`src/rtl/hazard_pkg.sv`:
```
// Shared encodings for the pipeline hazard controller.
package hazard_pkg;

  typedef enum logic [1:0] {
    ST_DRAIN    = 2'd0,
    ST_RUN      = 2'd1,
    ST_MEM_WAIT = 2'd2,
    ST_RSVD     = 2'd3
  } state_e;

  localparam logic [4:0] REG_ZERO = 5'd0;

endpackage

```
`src/rtl/hazard_detect.sv`:
```
// Combinational hazard terms: load-use against the instruction in ID, and taken branch/jump.
module hazard_detect
  import hazard_pkg::*;
(
  input  logic [4:0] IFID_rs_i,
  input  logic [4:0] IFID_rt_i,
  input  logic [4:0] IDEX_rt_i,
  input  logic       IDEX_MemRd_i,
  input  logic       Branch_i,
  input  logic       Jump_i,
  output logic       lu_o,
  output logic       flush_o
);

  // $zero is never a real producer, so it cannot create a load-use dependency.
  assign lu_o = IDEX_MemRd_i & (IDEX_rt_i != REG_ZERO) &
                ((IDEX_rt_i == IFID_rs_i) | (IDEX_rt_i == IFID_rt_i));

  assign flush_o = Branch_i | Jump_i;

endmodule

```
`src/rtl/hazard_ctrl.sv`:
```
// Pipeline hazard/stall controller: post-reset drain, load-use bubbles, branch flush, mem wait.
// Optional HAZARD_STATS_EN adds stall/flush event counters.
module hazard_ctrl
  import hazard_pkg::*;
#(
  parameter int unsigned DRAIN_CYC = 3,
  parameter int unsigned MAX_WAIT  = 16,
  parameter int unsigned CNT_W     = 8
) (
  input  logic        clk_i,
  input  logic        rst_i,
  input  logic [4:0]  IFID_rs_i,
  input  logic [4:0]  IFID_rt_i,
  input  logic [4:0]  IDEX_rt_i,
  input  logic        IDEX_MemRd_i,
  input  logic        Branch_i,
  input  logic        Jump_i,
  input  logic        mem_busy_i,
  output logic        NoOp_o,
  output logic        PCWrite_o,
  output logic        IFIDWrite_o,
  output logic        IFIDFlush_o,
  output logic        PipeStall_o,
  output logic        timeout_o,
  output logic [1:0]  state_o
`ifdef HAZARD_STATS_EN
  ,
  output logic [31:0] stall_cnt_o,
  output logic [31:0] flush_cnt_o
`endif
);

  localparam int unsigned DrainW = $clog2(DRAIN_CYC + 1);

  state_e            state_q, state_d;
  logic [DrainW-1:0] drain_cnt_q, drain_cnt_d;
  logic [CNT_W-1:0]  wait_cnt_q, wait_cnt_d;
  logic              timeout_q, timeout_d;
  logic              lu, flush;
  logic              in_run;

  hazard_detect u_detect (
    .IFID_rs_i    (IFID_rs_i),
    .IFID_rt_i    (IFID_rt_i),
    .IDEX_rt_i    (IDEX_rt_i),
    .IDEX_MemRd_i (IDEX_MemRd_i),
    .Branch_i     (Branch_i),
    .Jump_i       (Jump_i),
    .lu_o         (lu),
    .flush_o      (flush)
  );

  assign in_run = (state_q == ST_RUN) || (state_q == ST_MEM_WAIT);

  always_comb begin
    state_d     = state_q;
    drain_cnt_d = drain_cnt_q;
    wait_cnt_d  = wait_cnt_q;
    timeout_d   = timeout_q;
    case (state_q)
      ST_RUN: begin
        if (mem_busy_i) begin
          state_d    = ST_MEM_WAIT;
          wait_cnt_d = CNT_W'(1);
        end
      end
      ST_MEM_WAIT: begin
        if (mem_busy_i) begin
          if (wait_cnt_q != '1) wait_cnt_d = wait_cnt_q + 1'b1;
          if (wait_cnt_q == CNT_W'(MAX_WAIT - 1)) timeout_d = 1'b1;
        end else begin
          state_d    = ST_RUN;
          wait_cnt_d = '0;
        end
      end
      default: begin
        // The unused encoding behaves as DRAIN and falls back into it.
        state_d     = ST_DRAIN;
        drain_cnt_d = drain_cnt_q + 1'b1;
        if (drain_cnt_q == DrainW'(DRAIN_CYC - 1)) begin
          state_d     = ST_RUN;
          drain_cnt_d = '0;
        end
      end
    endcase
  end

  always_ff @(posedge clk_i) begin
    if (rst_i) begin
      state_q     <= ST_DRAIN;
      drain_cnt_q <= '0;
      wait_cnt_q  <= '0;
      timeout_q   <= 1'b0;
    end else begin
      state_q     <= state_d;
      drain_cnt_q <= drain_cnt_d;
      wait_cnt_q  <= wait_cnt_d;
      timeout_q   <= timeout_d;
    end
  end

  always_comb begin
    NoOp_o      = 1'b0;
    PCWrite_o   = 1'b1;
    IFIDWrite_o = 1'b1;
    IFIDFlush_o = 1'b0;
    PipeStall_o = 1'b0;
    if (rst_i) begin
      NoOp_o      = 1'b1;
      PCWrite_o   = 1'b0;
      IFIDWrite_o = 1'b0;
      IFIDFlush_o = 1'b1;
    end else if (in_run) begin
      if (mem_busy_i) begin
        PipeStall_o = 1'b1;
        PCWrite_o   = 1'b0;
        IFIDWrite_o = 1'b0;
      end else if (lu) begin
        // A branch/jump in ID is held and re-evaluated once the bubble clears.
        NoOp_o      = 1'b1;
        PCWrite_o   = 1'b0;
        IFIDWrite_o = 1'b0;
      end else if (flush) begin
        IFIDFlush_o = 1'b1;
      end
    end else begin
      NoOp_o = 1'b1;
    end
  end

  assign timeout_o = timeout_q;
  assign state_o   = state_q;

`ifdef HAZARD_STATS_EN
  logic [31:0] stall_cnt_q, flush_cnt_q;

  always_ff @(posedge clk_i) begin
    if (rst_i) begin
      stall_cnt_q <= '0;
      flush_cnt_q <= '0;
    end else begin
      if (in_run && !PCWrite_o) stall_cnt_q <= stall_cnt_q + 32'd1;
      if (IFIDFlush_o) flush_cnt_q <= flush_cnt_q + 32'd1;
    end
  end

  assign stall_cnt_o = stall_cnt_q;
  assign flush_cnt_o = flush_cnt_q;
`endif

endmodule

```
`config.mk`:
```
export PLATFORM = sky130hd
export DESIGN_NAME = hazard_ctrl
export DESIGN_NICKNAME = d
export VERILOG_FILES = /design/src/rtl/hazard_pkg.sv /design/src/rtl/hazard_detect.sv /design/src/rtl/hazard_ctrl.sv
export SDC_FILE = /design/constraint.sdc
export NUM_CORES = 1
export LEC_CHECK = 0
export CORE_MARGIN = 4
export CORE_UTILIZATION = 48
export CTS_CLUSTER_DIAMETER = 40
export DETAILED_ROUTE_END_ITERATION = 7
export GPL_TIMING_DRIVEN = 0
export PLACE_DENSITY_LB_ADDON = 0.08
export RECOVER_POWER = 100
export SLEW_MARGIN = 20
export SYNTH_ARGS = -nofsm -noshare
export SYNTH_HDL_FRONTEND = slang
export SYNTH_HIERARCHICAL = 1
export SYNTH_SLANG_ARGS = --single-unit
```
`constraint.sdc`:
```
create_clock -name clk_i -period 5.5 [get_ports clk_i]
set_clock_uncertainty 0.2 [all_clocks]
set_input_delay 1.1 -clock clk_i [delete_from_list [all_inputs] [get_ports clk_i]]
set_output_delay 1.1 -clock clk_i [all_outputs]
set_load 0.005 [all_outputs]
```
==> key figures, run 1 <==
Hold path
  • Hold Path Origin: timeout_o
  • Hold Path Class: reg -> reg
  • Number of cells on the worst hold path: 2
  • Hold endpoint: timeout_o

Clock tree
  • TritonCTS Buffers: 3
  • Cts repair resizes: 0
  • CTS tree: done
  • Setup Fix Bufs, Post-CTS: 0
  • CTS Sinks: 13
  • H-tree depth: 1
  • Clk_lat worst skew: 0.28 ns
  • Reg clk slew, reported paths: 0.07 ns
  • Longest Clk Path Bufs: 2
  • Hold_buf cts: 0
  • Clock root cell: clkbuf_4

Yosys
  • Yosys top cell area share: 0.299
  • Area contributors post-synth: dfxtp_1 30%, a21oi_1 6.9%, xor2_1 6.0%, ha_1 5.8%, nor2_1 5.2%
  • Yosys warns: 6
  • Simple-Gate Fraction of Synth Area: 0.276
  • Seq/Total Area, Yosys: 0.299
  • Xor/xnor share of the synthesized area: 0.101
  • Post-synthesis sequential element count: 13
  • Synth Cell Area: 870 sq um
  • Synth Area per Inst: 7.70 sq um
  • Largest family of logic cells by synthesized area: simple AND/OR/NAND/NOR gates
  • Area leader, netlist: dfxtp_1
  • Mapped Cells: 113
  • Distinct cell type count after synthesis: 35
  • Synth Area in Compound Gates: 0.199
  • Post-Synth Adder-Cell Area: 0.0576
  • Syn nets: 138
  • Post-synthesis mux area share: 0.0230

Global route
  • Met2 global-route usage: 0.304
  • Total GRT Usage: 0.181
  • Antenna violations before repair: 0
  • Vias in the first global route: 841
  • Gr ovfl total: 0
  • Met3 GRT Util: 0.0445
  • Wire length of the first global-routing pass: 3510 um
  • Pin count of the biggest net entering global routing: 11
  • GR Util met1: 0.215
  • GRT busiest layer: met2

Final layout
  • Share of layout cells above drive strength 1: 0.0552
  • # nets final: 171
  • Area growth, synth to finish: 38.0%
  • Non-filler cells, final: 170
  • Final Core Density: 0.695
  • Antenna Cells: 0

Worst setup path
  • FF-to-FF path depth: 5
  • CP delay by family, top: buffers and inverters
  • R2R Setup Slk: 2.71 ns
  • R2r endpoint: wait_cnt_q[3]
  • Startpoint Class: input pin
  • Worst Path Arrival: 3.37 ns
  • Top cell by count, worst path: nor2_1
  • Worst path depth: 9
  • Worst path bufs/invs: 3
  • Crit end category: primary output
  • Critical Path RT: 4.20 ns
  • Slowest cell on crit path: dlygate4sd3_1
  • Reg2reg start: wait_cnt_q[0]
  • Worst path cell trace: dlygate4sd3_1 -> or4_1 -> o21ai_0 -> a21oi_1 -> nor2_1 -> nor2_1 -> nor2_1 -> buf_4 -> clkdlybuf4s50_1
  • Crit-path max FO: 3
  • Critical path class: in -> out
  • Crit-path max cell delay: 0.60 ns

STA
  • Hold Vio Cnt, Final: 0
  • Max-slew violation count: 11
  • Setup TNS: 0 ns
  • Fmax: 214 MHz
  • Final setup vio count: 0
  • Period utilization: 0.850
  • Max-slew headroom: -0.0161
  • Tmin final: 4.67 ns
  • WHS: 0.317 ns
  • RSZ-0062 raised after global routing: no
  • Slew at the pin with the worst max-slew slack: 1.51 ns

Run status
  • Failing checks: capacitance limit, slew limit
  • Status: finished with violations

Power and ir drop
  • Total power: 264 uW
  • VDD IR-drop max: 0.000120 V
  • PD cells: 220 mW/mm^2
  • Leak pwr: 0.000436 uW

Detailed routing
  • Final WL: 2060 um
  • DR vias/cell: 5.24
  • Initial DRC Count: 18
  • DRC: 0
  • Routed Antenna Nets: 0
  • TritonRoute pass-1 iters: 4
  • Routed vias: 891
  • DR WL/cell: 12.1 um

Place
  • Input/output buffers: 28
  • Placed Cells incl. Taps: 166
  • Placer congestion estimate: 0.811
  • DPL Wire Length: 1660 um

Die
  • Die Area: 0.00256 sq mm
  • FP Rows: 15
  • IO Pins: 29
  • Initial Util: 0.504
  • Die Span Y: 50.6 um
  • Core Area: 0.00173 sq mm
  • Die W: 50.6 um

Job
  • Max Cap Viol: 1
-- layout by cell type (no fill, tap or decap), types with 2 or more instances in the layout --
cell	n
xor2_1	6
clkbuf_4	3
clkbuf_1	2
mux2i_1	2
nand3_1	6
a21oi_1	12
dfxtp_1	13
nor2_1	12
nor3_1	5
inv_1	5
ha_1	4
or2_2	2
nor4_1	2
xnor2_1	4
or3_1	4
clkdlybuf4s50_1	19
nand2_1	7
or4_1	2
dlygate4sd3_1	9
nand4_1	2
o21ai_0	8
-- tightest hold or removal path: cells and delay by family, from the launching register on --
family	cells	cell delay, ns
compound gates	1	0.05
flops	1	0.35
simple gates	1	0.09
-- registers in the layout, summed over array words and instances, names as in the netlist --
register     cells
wait_cnt_q       8
drain_cnt_q      2
state_o          2
timeout_o        1
-- through the flow --
step	worst slack (ns)	area, sq um
2_1_floorplan	1.99	870
3_3_place_gp	0.984	1180
5_1_grt	0.672	1200
6_report	0.827	1200
3_5_place_dp	0.946	1180
4_1_cts	0.940	1210
-- Yosys cell counts --
| cell type | instances |
|---|---|
| dfxtp_1 | 13 |
| and2_1 | 1 |
| a21o_1 | 1 |
| or2_2 | 2 |
| buf_2 | 1 |
| o21ai_1 | 2 |
| clkbuf_1 | 1 |
| xor2_1 | 6 |
| o31ai_1 | 1 |
| inv_1 | 5 |
| or3_1 | 4 |
| or4_1 | 2 |
| nor2b_1 | 1 |
| nand3_1 | 6 |
| xnor2_1 | 4 |
| nand2b_1 | 1 |
| nor3_1 | 5 |
| a211o_1 | 1 |
| a31o_2 | 1 |
| o211ai_1 | 1 |
| nand2_1 | 7 |
| clkinv_1 | 1 |
| buf_4 | 1 |
| and2b_1 | 1 |
| a21oi_1 | 12 |
| o311ai_2 | 1 |
| nand4_1 | 2 |
| mux2i_1 | 2 |
| nor2_1 | 12 |
| ha_1 | 4 |
| o21ai_0 | 6 |
| nor4_1 | 2 |
| o2111ai_1 | 1 |
| or4b_1 | 1 |
| a211oi_1 | 1 |
-- layer usage --
metal	wire length (um)	vias to the layer above
met3	84	5
met4	32	0
met2	1010	18
met1	934	399
met5	0	-
li1	-	469
-- cell type report --
cell class	count	area, sq um
buffer	3	16.3
clock buffer	4	26.3
fill	151	527
inverter	6	22.5
multi-input combinational	91	563
sequential	13	260
tap	25	31.3
timing repair buffer	28	280
-- logic make-up after synthesis --
kind of cell | Yosys count
xor+xnor | 10
compound gates | 28
mux | 2
flops | 13
buf+inv | 9
fa+ha+maj | 4
simple gates | 47
-- power breakdown --
| group | internal (uW) | switching, uW | total (uW) |
|---|---|---|---|
| sequential | 103 | 9.21 | 112 |
| combinational | 46.4 | 46.5 | 92.9 |
| clock | 28.2 | 31.3 | 59.5 |
| total | 177 | 87.1 | 264 |
-- how the worst max path moves through the flow --
stage                  from  slack (ns)        end
6_report       IDEX_rt_i[1]        0.83  PCWrite_o
5_1_grt        IDEX_rt_i[1]        0.67  PCWrite_o
4_1_cts        IDEX_rt_i[1]        0.94  PCWrite_o
3_5_place_dp   IDEX_rt_i[1]        0.95  PCWrite_o
3_3_place_gp   IDEX_rt_i[1]        0.98  PCWrite_o
2_1_floorplan  IDEX_rt_i[1]        1.99  PCWrite_o
No activity file was read; power rests on OpenSTA's default activity.
==> inputs of run 2 (changes only) <==
Settings changed: CORE_UTILIZATION 48 to 44.
Clock period 5.5 ns to 4.7 ns, I/O delays scaled along.
==> run 2 against run 1 <==
  * The flow still finishes with violations (capacitance limit, slew limit)
  * Hold slack worse by 0.017 ns
  * Routed wire length is 8.3% higher
  * Power increased by 18%
  * Die area increased by 7.6%
  * Worst setup slack worse by 0.51 ns
  * Clock power increased by 15%
  * First-iteration DRC count is 5.6% lower
==> key figures, run 2 (synthesis results as in run 1) <==
STA
  • Post-route setup slack: 0.321 ns
  • Setup TNS: 0 ns
  • WHS: 0.299 ns
  • Period utilization: 0.932
  • Slew at the pin with the worst max-slew slack: 1.49 ns
  • Tmin final: 4.38 ns
  • Hold Vio Cnt, Final: 0
  • Max-slew violation count: 1
  • Fmax: 228 MHz
  • Final setup vio count: 0
  • RSZ-0062 raised after global routing: no
  • Max-slew headroom: -0.00388

Die
  • FP Rows: 15
  • Die W: 52.5 um
  • Initial Util: 0.483
  • IO Pins: 29
  • Die Area: 0.00275 sq mm
  • Die Span Y: 52.5 um
  • Core Area: 0.00180 sq mm

Detailed routing
  • Initial DRC Count: 17
  • TritonRoute pass-1 iters: 4
  • Routed vias: 913
  • DR WL/cell: 13.1 um
  • DR vias/cell: 5.37
  • DRC: 0
  • Routed Antenna Nets: 0
  • Final WL: 2230 um

Global route
  • Gr ovfl total: 0
  • Pin count of the biggest net entering global routing: 11
  • Antenna violations before repair: 0
  • Wire length of the first global-routing pass: 3930 um
  • Total GRT Usage: 0.191
  • Vias in the first global route: 899

Clock tree
  • Cts repair resizes: 0
  • Hold_buf cts: 0
  • Reg clk slew, reported paths: 0.08 ns
  • TritonCTS Buffers: 3
  • CTS Sinks: 13
  • Clock root cell: clkbuf_4
  • CTS tree: done
  • Clk_lat worst skew: 0.27 ns
  • Longest Clk Path Bufs: 2
  • H-tree depth: 1
  • Setup Fix Bufs, Post-CTS: 0

Final layout
  • Finished Cell Area: 0.00120 sq mm
  • Share of layout cells above drive strength 1: 0.0621
  • Commonest cells after routing, fill and taps aside: 19 x clkdlybuf4s50_1, 13 x dfxtp_1, 12 x nor2_1, 12 x a21oi_1, 9 x dlygate4sd3_1
  • Commonest non-fill, non-tap cell in the layout: clkdlybuf4s50_1
  • # nets final: 171
  • Antenna Cells: 0
  • Most flop-heavy register: wait_cnt_q
  • Area growth, synth to finish: 38.1%
  • Largest register FFs: 8

Worst setup path
  • FF-to-FF path depth: 5
  • Crit-path max FO: 3
  • Reg2reg start: wait_cnt_q[0]
  • Critical Path RT: 3.56 ns
  • Slowest cell on crit path: dlygate4sd3_1
  • Startpoint Class: input pin
  • R2R Setup Slk: 1.91 ns
  • Crit end category: primary output
  • R2r endpoint: wait_cnt_q[0]
  • CP endpoint: PCWrite_o
  • Worst path cell trace: dlygate4sd3_1 -> or4_1 -> o21ai_0 -> a21oi_1 -> nor2_1 -> nor2_1 -> nor2_1 -> buf_4 -> clkdlybuf4s50_1
  • Crit-path max cell delay: 0.59 ns
  • Critical path class: in -> out
  • Worst setup path start: IDEX_rt_i[1]
  • Top cell by count, worst path: nor2_1
  • Worst Path Arrival: 3.24 ns

Place
  • Placer congestion estimate: 0.828
  • DPL Wire Length: 1850 um
  • Input/output buffers: 28
  • Dpl ws: 0.457 ns
  • Area of placed instances: 0.00118 sq mm

Hold path
  • Hold Path Class: reg -> reg

Power and ir drop
  • Leak pwr: 0.000438 uW
  • Total power: 311 uW
  • PD cells: 259 mW/mm^2
  • VDD IR-drop max: 0.000210 V

Run status
  • Status: finished with violations
  • Failing checks: capacitance limit, slew limit

Job
  • Max Cap Viol: 1
==> run 2: cell count changes in the layout (fill, tap and decap cells not counted) <==
| cell | change |
|---|---|
| clkbuf_1 | -1 |
| clkinv_2 | +1 |
==> run 2: how the worst min path moves through the flow <==
stage                     slack (ns)  cells after the start           from       endpoint
final                           0.30                      2      timeout_o      timeout_o
after global routing            0.35                      1  wait_cnt_q[7]  wait_cnt_q[7]
after CTS                       0.30                      2      timeout_o      timeout_o
after detailed placement        0.27                      2      timeout_o      timeout_o
after global placement          0.26                      2      timeout_o      timeout_o
after floorplan                 0.26                      2      timeout_o      timeout_o
==> run 2: power by group <==
part,internal [uW],switching [uW],leakage (uW)
combinational,54.6,57.4,0.000315
sequential,120,10.9,0.000105
clock,31.6,36.7,0.0000177
==> run 2: through the flow <==
stage                     instances  utilization
after global routing            170        0.667
after global placement          166        0.656
after floorplan                 113            -
after detailed placement        166        0.656
final                           170        0.667
after CTS                       170        0.671
==> run 2: routing by layer <==
| metal | wire length (um) | GRT usage |
|---|---|---|
| met1 | 1040 | 0.248 |
| met2 | 1050 | 0.302 |
| met4 | 26 | 0.0681 |
| met5 | 0 | 0 |
| met3 | 116 | 0.0513 |
==> run 2: final cells by class <==
| class | count | area, sq um |
|---|---|---|
| buffer | 3 | 16.3 |
| timing repair buffer | 28 | 280 |
| fill | 163 | 601 |
| sequential | 13 | 260 |
| multi-input combinational | 91 | 563 |
| clock buffer | 3 | 22.5 |
| clock inverter | 1 | 5.00 |
| inverter | 6 | 22.5 |
| tap | 25 | 31.3 |
==> run 2: worst max-delay path: cells and delay by family <==
kind	cells	cell delay, ns
buf+inv	3	1.20
compound gates	2	0.25
simple gates	4	0.84
